===== src/rtl/sipo_deser_pkg.sv =====
// -----------------------------------------------------------------------------
// sipo_deser_pkg
//   Shared types for the SPI read-path deserialiser.
//   - state_t : framing FSM states (IDLE waits for start, SHIFT collects bits)
//   - order_t : serial bit order of a frame
//   Also provides the frame-length clamp used when len_i is latched.
// -----------------------------------------------------------------------------
package sipo_deser_pkg;

  typedef enum logic {
    ST_IDLE  = 1'b0,
    ST_SHIFT = 1'b1
  } state_t;

  typedef enum logic {
    ORD_MSB_FIRST = 1'b0,
    ORD_LSB_FIRST = 1'b1
  } order_t;

  // A zero or oversized length is treated as a full-width frame.
  function automatic int unsigned clamp_len(input int unsigned len,
                                            input int unsigned width);
    if (len == 0 || len > width) begin
      return width;
    end
    return len;
  endfunction

endpackage


===== src/rtl/sipo_deser_bitcnt.sv =====
// -----------------------------------------------------------------------------
// sipo_bitcnt
//   Bit counter for one deserialiser frame.
//   Ports:
//     clk_i   in  1     system clock
//     rst_i   in  1     asynchronous active-high reset
//     clr_i   in  1     restart the count at zero (frame start)
//     inc_i   in  1     one bit taken this cycle
//     len_i   in  LenW  frame length, already clamped to 1..Width
//     cnt_o   out LenW  bits already taken in the current frame
//     last_o  out 1     the next bit taken completes the frame
// -----------------------------------------------------------------------------
module sipo_bitcnt #(
  parameter int unsigned LenW = 5
) (
  input  logic            clk_i,
  input  logic            rst_i,
  input  logic            clr_i,
  input  logic            inc_i,
  input  logic [LenW-1:0] len_i,
  output logic [LenW-1:0] cnt_o,
  output logic            last_o
);

  logic [LenW-1:0] r_cnt;

  always_ff @(posedge clk_i or posedge rst_i) begin
    if (rst_i) begin
      r_cnt <= '0;
    end else if (clr_i) begin
      r_cnt <= '0;
    end else if (inc_i) begin
      r_cnt <= r_cnt + LenW'(1);
    end
  end

  assign cnt_o  = r_cnt;
  assign last_o = (r_cnt == (len_i - LenW'(1)));

endmodule


===== src/rtl/sipo_deser.sv =====
// -----------------------------------------------------------------------------
// sipo_deser
//   Serial-in/parallel-out deserialiser for the SPI read path. Frames 1..Width
//   bits (MSB- or LSB-first) from bit strobes and hands each completed frame,
//   right-aligned, to the consumer through a one-word valid/ready holding
//   register. A completion that finds the previous word unconsumed overwrites
//   it and sets the sticky overrun flag.
//   Ports:
//     clk_i        in  1      system clock
//     rst_i        in  1      asynchronous active-high reset
//     start_i      in  1      begin a new frame (aborts a frame in progress)
//     len_i        in  LenW   frame length, latched on start_i (0/>Width = Width)
//     lsb_first_i  in  1      bit order, latched on start_i (1 = LSB-first)
//     sample_i     in  1      din_i holds a valid bit this cycle
//     din_i        in  1      serial data
//     busy_o       out 1      frame in progress
//     dout_o       out Width  completed word, right-aligned
//     valid_o      out 1      dout_o holds an unconsumed word
//     ready_i      in  1      consumer takes dout_o when valid_o & ready_i
//     ovr_o        out 1      sticky overrun flag
//     clr_ovr_i    in  1      clears ovr_o (a coincident new overrun wins)
// -----------------------------------------------------------------------------
module sipo_deser
  import sipo_deser_pkg::*;
#(
  parameter int unsigned Width = 16,
  parameter int unsigned LenW  = 5
) (
  input  logic             clk_i,
  input  logic             rst_i,
  input  logic             start_i,
  input  logic [LenW-1:0]  len_i,
  input  logic             lsb_first_i,
  input  logic             sample_i,
  input  logic             din_i,
  output logic             busy_o,
  output logic [Width-1:0] dout_o,
  output logic             valid_o,
  input  logic             ready_i,
  output logic             ovr_o,
  input  logic             clr_ovr_i
);

  state_t           r_state;
  logic             r_busy;
  logic [Width-1:0] r_sr;
  logic [LenW-1:0]  r_len;
  order_t           r_order;
  logic [Width-1:0] r_dout;
  logic             r_valid;
  logic             r_ovr;

  logic [LenW-1:0]  w_len_clamped;
  logic [LenW-1:0]  w_cnt;
  logic             w_last;
  logic             w_take;
  logic             w_done;
  logic [Width-1:0] w_sr_nxt;

  assign w_len_clamped = LenW'(clamp_len(int'(len_i), Width));

  // start_i wins over a coincident strobe; that bit is dropped.
  assign w_take = sample_i & ~start_i & (r_state == ST_SHIFT);
  assign w_done = w_take & w_last;

  sipo_bitcnt #(
    .LenW (LenW)
  ) u_bitcnt (
    .clk_i  (clk_i),
    .rst_i  (rst_i),
    .clr_i  (start_i),
    .inc_i  (w_take),
    .len_i  (r_len),
    .cnt_o  (w_cnt),
    .last_o (w_last)
  );

  // Next shift-register value including the current bit. MSB-first shifts
  // left, so a short frame ends up right-aligned because the register starts
  // cleared; LSB-first places each bit at its own position directly.
  always_comb begin
    w_sr_nxt = r_sr;
    if (r_order == ORD_MSB_FIRST) begin
      w_sr_nxt = {r_sr[Width-2:0], din_i};
    end else begin
      for (int unsigned i = 0; i < Width; i++) begin
        if (w_cnt == LenW'(i)) begin
          w_sr_nxt[i] = din_i;
        end
      end
    end
  end

  // Framing FSM and shift register.
  always_ff @(posedge clk_i or posedge rst_i) begin
    if (rst_i) begin
      r_state <= ST_IDLE;
      r_busy  <= 1'b0;
      r_sr    <= '0;
      r_len   <= '0;
      r_order <= ORD_MSB_FIRST;
    end else begin
      if (start_i) begin
        r_state <= ST_SHIFT;
        r_busy  <= 1'b1;
        r_sr    <= '0;
        r_len   <= w_len_clamped;
        r_order <= order_t'(lsb_first_i);
      end else if (w_take) begin
        r_sr <= w_sr_nxt;
        if (w_last) begin
          r_state <= ST_IDLE;
          r_busy  <= 1'b0;
        end
      end
    end
  end

  // Output holding register, handshake and overrun flag.
  always_ff @(posedge clk_i or posedge rst_i) begin
    if (rst_i) begin
      r_dout  <= '0;
      r_valid <= 1'b0;
      r_ovr   <= 1'b0;
    end else begin
      if (w_done) begin
        r_dout  <= w_sr_nxt;
        r_valid <= 1'b1;
      end else if (r_valid && ready_i) begin
        r_valid <= 1'b0;
      end

      if (w_done && r_valid && !ready_i) begin
        r_ovr <= 1'b1;
      end else if (clr_ovr_i) begin
        r_ovr <= 1'b0;
      end
    end
  end

  assign busy_o  = r_busy;
  assign dout_o  = r_dout;
  assign valid_o = r_valid;
  assign ovr_o   = r_ovr;

endmodule


===== config.mk =====
export PLATFORM = sky130hd
export DESIGN_NAME = sipo_deser
export DESIGN_NICKNAME = d
export VERILOG_FILES = /design/src/rtl/sipo_deser_pkg.sv /design/src/rtl/sipo_deser_bitcnt.sv /design/src/rtl/sipo_deser.sv
export SDC_FILE = /design/constraint.sdc
export NUM_CORES = 1
export LEC_CHECK = 0
export CORE_UTILIZATION = 35
export CTS_BUF_LIST = sky130_fd_sc_hd__clkbuf_16
export CTS_CLUSTER_DIAMETER = 120
export DETAILED_ROUTE_END_ITERATION = 16
export SYNTH_ARGS = -nofsm -noshare
export SYNTH_HDL_FRONTEND = slang
export SYNTH_SLANG_ARGS = --single-unit

===== constraint.sdc =====
create_clock -name clk_i -period 2.7 [get_ports clk_i]
set_clock_uncertainty 0.05 [all_clocks]
set_input_delay 0.27 -clock clk_i [delete_from_list [all_inputs] [get_ports clk_i]]
set_output_delay 0.27 -clock clk_i [all_outputs]
set_load 0.005 [all_outputs]

==> metrics, run 1 <==
status=complete, no violations; pin count of the biggest net entering global routing=47; Mapped Cells=276; share of cells above drive strength 1=13.7%; Clock Pin Slew Worst Setup and Hold Paths=0.06 ns; Post-synth top flop=dfrtp_1; Remaining DRCs=0; nets@finish=319; Tcrit/Tclk final=just over 80%; biggest area consumer among synthesized cells=dfrtp_1; CP Data Arrival Time=around 2.3 ns; peak supply drop=0.307 mV; via/cell ratio=5.16; Crit-path slowest cell=mux2_4; worst hold path type=input port to async pin; drt wl/cell=14.4 um; worst-skew pair later-pin latency=0.28 ns; leakage power total=1.40 nW; final core utilization=44.2%; leading cell types in the layout, fill and taps excluded=46 x dfrtp_1, 31 x clkdlybuf4s50_1, 30 x a21oi_1, 28 x nor2_1, 26 x mux2i_1; Post-Layout Cell Count=about 400; RSZ-0062 raised after global routing=false; filler instances=734; Critical Path Sink Type=flop; DRT iter0 DRCs=about 120; crit path time final=2.22 ns; Synth async-reset ratio=100%; crit path max fanout=19; CTS sink cnt=46; Crit path largest cell delay=0.43 ns; CP Launch Type=flop; routability congestion estimate=0.714; overall via count from detail_route=2057; CTS max path bufs=2; Max Cap Viol=0; post_cts resized=0; GRT overflow=0; # hold bufs at CTS=0; synthesized cell area=2750 um^2; Starting Density=37.0%; gr usage total=15.3%; Yosys top cell area share=41.8%; first-pass GRT wire length=10300 um; final wirelength=5740 um; CTS tree=yes; Synth Register Bits=46; HPWL after DPL=3870 um; Area contributors post-synth=dfrtp_1 42%, mux2i_1 9.5%, a21oi_1 5.5%; sequential area share after synthesis=41.8%; final setup fails=0; Layout area overhead=19.4%; Final Hold Viols=0; max-slew violations=0; number of flops mapped to enable cells by yosys=0; Die Y-Extent=90.7 um; die area=8230 um^2; total power=1.85 mW; Post-Syn Area per Cell=9.98 um^2; I/O Buffers=31; area of the multi-input gates=about 1500 um^2; Slew @ Worst Pin=0.712 ns; WHS=0.404 ns; Core Rows=31; vias in the first global route=2079; number of nets still failing antenna checks after routing=0; Power Dens Cells=561 nW/um^2; DR pass1 iterations=4; worst rel slew slack=52.5%; core area=approximately 7400 um^2; CTS H-tree depth=2; Post-CTS Setup Inserts=0; antenna violations before repair=0; CP Cell Sequence=inv_1 > ha_1 > xnor2_1 > nor4_4 > nand4_4 > mux2_4; CTS Root Cell=clkbuf_16; Yosys cell types=35; CTS Buf Count=5; Required @ worst endpoint=2.82 ns; leading cell type in the layout, fill and taps excluded=dfrtp_1; total negative setup slack=0 ns; syn nets=296; FF+latch area=1150 um^2; Die Wd=90.7 um; placed cell count=391; yosys synthesis warning count=0; max frequency=450 MHz; ant diodes=0; Setup CP Type=flop to flop; Ports=32
## cells in the mapped netlist (all sizes together) (2+ instances only)
cell type,instances
dfrtp,46
o21ai,7
buf,6
nand2,18
clkbuf,16
a221oi,7
xor2,4
mux2,16
o22ai,5
nor3,6
inv,12
nor2,28
nand4b,3
ha,7
a21oi,30
mux2i,26
and4bb,8
nand4,2
nand2b,7
xnor2,7
a211oi,4
nor4b,3
## per-layer routing
metal / track usage, % / wire, um / vias to the layer above
met5: 0 / 0 / -
met4: 2.02 / 0 / 0
met3: 2.95 / 162 / 0
met2: 24.2 / 2640 / 31
met1: 22.2 / 2940 / 1002
li1: - / - / 1024
## per-stage QoR
step	setup WS [ns]	instance area [um^2]
after floorplan	0.675	2750
after global placement	0.501	3150
after detailed placement	0.464	3150
after CTS	0.461	3290
after global routing	0.315	3290
final	0.480	3290
## cells by family (layout without fill, tap and decap cells)
kind of cell | Yosys count | after routing | synth area share, %
AND/OR/NAND/NOR | 81 | 81 | 17.6
buffers and inverters | 34 | 58 | 5.32
AO/OA/AOI/OAI | 55 | 55 | 11.8
adder cells (fa/ha/maj) | 7 | 7 | 3.18
multiplexers | 42 | 42 | 16.8
flip-flops | 46 | 46 | 41.8
XOR/XNOR | 11 | 11 | 3.50
## area by class of cell
class | count | area share [%]
clock inverter | 3 | 0.342
multi-input combinational | 196 | 44.3
inverter | 12 | 1.37
sequential | 46 | 35.0
tap | 99 | 3.77
timing repair buffer | 38 | 11.4
clock buffer | 5 | 3.81
## path summary, 6_finish.rpt
| kind | startpoint | end | slack (ns) | cells after the start |
|---|---|---|---|---|
| max in group asynchronous | rst_i | r_sr[1] | 1.79 | 3 |
| min in group clk_i | valid_o | valid_o | 0.45 | 2 |
| hold reg to reg | valid_o | valid_o | 0.45 | 2 |
| hold / removal | rst_i | dout_o[11] | 0.40 | 3 |
| setup / recovery | r_len[0] | dout_o[10] | 0.48 | 6 |
| setup reg to reg | r_len[0] | dout_o[10] | 0.48 | 6 |
## state kept, by name, indices dropped and copies added, names as in the netlist
| register | flops |
|---|---|
| dout_o | 16 |
| valid_o | 1 |
| r_order | 1 |
| ovr_o | 1 |
| r_sr | 16 |
| u_bitcnt.cnt_o | 5 |
| busy_o | 1 |
| r_len | 5 |
## where the power goes
group          total, mW  switching, mW  internal [mW]
logic              0.433          0.189          0.244
registers          0.834         0.0672          0.767
clock network      0.579          0.245          0.333
total               1.85          0.502           1.34
## critical path: cells and delay by family, from the launching register on
family	cells	cell delay (ns)
xor gates and xnor gates	1	0.16
DFF	1	0.38
adders and majority gates	1	0.30
and+or+nand+nor	2	0.72
buffers and inverters	1	0.07
muxes	1	0.43
Note: power is estimated with default switching activity, not from simulation.
==> run 2: changes to the inputs <==
==> constraint.sdc (replaced) <==
create_clock -name clk_i -period 2.25 [get_ports clk_i]
set_clock_uncertainty 0.05 [all_clocks]
set_input_delay 0.225 -clock clk_i [delete_from_list [all_inputs] [get_ports clk_i]]
set_output_delay 0.225 -clock clk_i [all_outputs]
set_load 0.005 [all_outputs]
==> metrics, run 2 (synthesis gave the netlist of run 1 again) <==
worst rel slew slack=63.6% (was 52.5%); Required @ worst endpoint=2.37 ns (was 2.82 ns); buffer and inverter count on the worst path=2 (was 1); drt wl/cell=14.6 um (was 14.4 um); Crit path largest cell delay=0.38 ns (was 0.43 ns); Comb pwr share=23.8% (was 23.5%); placed cell count=398 (was 391); share of cells above drive strength 1=16.3% (was 13.7%); antenna violations before repair=0 (unchanged); CTS max path bufs=2 (unchanged); Post-Layout Cell Count=406 (was 399); ant diodes=0 (unchanged); total negative setup slack=0 ns (unchanged); Layout area overhead=21.0% (was 19.4%); final core utilization=44.8% (was 44.2%); via/cell ratio=5.18 (was 5.16); pin count of the biggest net entering global routing=34 (was 47); DP Worst Slack=0.245 ns (was 0.464 ns); nets@finish=326 (was 319); CTS sink cnt=46 (unchanged); clock power share=31.9% (was 31.4%); status=complete, no violations (unchanged); Clock Pin Slew Worst Setup and Hold Paths=0.07 ns (was 0.06 ns); crit path time final=2.01 ns (was 2.22 ns); RSZ-0062 raised after global routing=false (unchanged); Final Hold Viols=0 (unchanged); CTS tree=yes (unchanged); Crit-path slowest cell=dfrtp_1 (was mux2_4); NetSw=0.625 mW (was 0.502 mW); leakage power total=1.43 nW (was 1.40 nW); CTS Root Cell=clkbuf_16 (unchanged); vias in the first global route=2043 (was 2079); peak supply drop=0.372 mV (was 0.307 mV); switch share=27.8% (was 27.2%); CTS Buf Count=5 (unchanged); Die Wd=90.7 um (unchanged); filler instances=746 (was 734); cell area after layout=3330 um^2 (was 3290 um^2); CTS H-tree depth=2 (unchanged); GRT overflow=0 (unchanged); CP Cell Sequence=inv_1 > ha_1 > xnor2_1 > nor4_4 > nand4_4 > buf_4 > mux2_4 (was inv_1 > ha_1 > xnor2_1 > nor4_4 > nand4_4 > mux2_4); gr usage total=15.5% (was 15.3%); routability congestion estimate=0.719 (was 0.714); Core Rows=31 (unchanged); Post-CTS Setup Inserts=0 (unchanged); Slew @ Worst Pin=0.546 ns (was 0.712 ns); leading cell types in the layout, fill and taps excluded=46 x dfrtp_1, 31 x clkdlybuf4s50_1, 30 x a21oi_1, 28 x nor2_1, 26 x mux2i_1 (unchanged); Critical Path Sink Type=flop (unchanged); CP Launch Type=flop (unchanged); Tcrit/Tclk final=89.4% (was 82.2%); Die Y-Extent=90.7 um (unchanged); die area=8230 um^2 (unchanged); worst hold path type=input port to async pin (unchanged); DRT iter0 DRCs=191 (was 117); total power=2.25 mW (was 1.85 mW); final setup fails=0 (unchanged); HPWL after DPL=4060 um (was 3870 um); Seq pwr share=44.3% (was 45.2%); post_cts resized=0 (unchanged); Max Cap Viol=0 (unchanged); setup ws final=0.239 ns (was 0.480 ns); leading cell type in the layout, fill and taps excluded=dfrtp_1 (unchanged); cell family with most CP delay=simple AND/OR/NAND/NOR gates (unchanged); Internal Pwr Total=1.62 mW (was 1.34 mW); worst-skew pair later-pin latency=0.28 ns (about the same); Starting Density=37.0% (unchanged); first-pass GRT wire length=10400 um (was 10300 um); max frequency=497 MHz (was 450 MHz); number of nets still failing antenna checks after routing=0 (unchanged); I/O Buffers=31 (unchanged); Remaining DRCs=0 (unchanged); Ports=32 (unchanged); max-slew violations=0 (unchanged); overall via count from detail_route=2103 (was 2057); Power Dens Cells=674 nW/um^2 (was 561 nW/um^2); core area=7450 um^2 (unchanged); # hold bufs at CTS=0 (unchanged); crit path max fanout=10 (was 19); Placement Cell Area=3190 um^2 (was 3150 um^2); Setup CP Type=flop to flop (unchanged); DR pass1 iterations=4 (unchanged); WHS=0.253 ns (was 0.404 ns); CP Data Arrival Time=2.13 ns (was 2.34 ns); final wirelength=5920 um (was 5740 um)
[run 2: path summary, 6_finish.rpt]
kind / from / endpoint / slack (ns) / cells past startpoint
max: r_len[0] / dout_o[10] / 0.24 / 7
min: rst_i / dout_o[13] / 0.25 / 2
max reg2reg: r_len[0] / dout_o[10] / 0.24 / 7
min reg2reg: dout_o[1] / dout_o[1] / 0.46 / 1
max in group asynchronous: rst_i / u_bitcnt.cnt_o[2] / 1.31 / 3
min in group clk_i: clr_ovr_i / ovr_o / 0.46 / 2
[run 2: layout make-up]
type	instances	area, um^2	area share [%]
multi-input combinational	196	1460	43.7
inverter	12	45.0	1.35
timing repair buffer	45	415	12.5
sequential	46	1150	34.5
tap	99	124	3.72
clock inverter	3	16.3	0.488
clock buffer	5	125	3.75
[run 2: worst reg2reg max path, stage by stage, from the launching register on]
cell     delay, ns
dfrtp_1       0.38
inv_1         0.07
ha_1          0.30
xnor2_1       0.16
nor4_4        0.30
nand4_4       0.12
buf_4         0.21
mux2_4        0.31
[run 2: power by group through the flow]
stage | Clock [mW] | Combinational, mW | Sequential (mW)
after detailed placement | 0 | 0.539 | 1.01
after floorplan | 0 | 0.326 | 0.994
after global routing | 0.766 | 0.592 | 1.01
after CTS | 0.743 | 0.543 | 0.996
final | 0.718 | 0.534 | 0.995
after global placement | 0 | 0.531 | 1.01
[run 2: per-layer routing]
layer | vias to the layer above | GRT usage (%) | share of wire (%)
met5 | - | 0 | 0
met4 | 0 | 3.23 | 0.57
met3 | 5 | 2.78 | 3.6
met2 | 37 | 24.2 | 45
met1 | 1023 | 22.3 | 50
li1 | 1038 | - | -
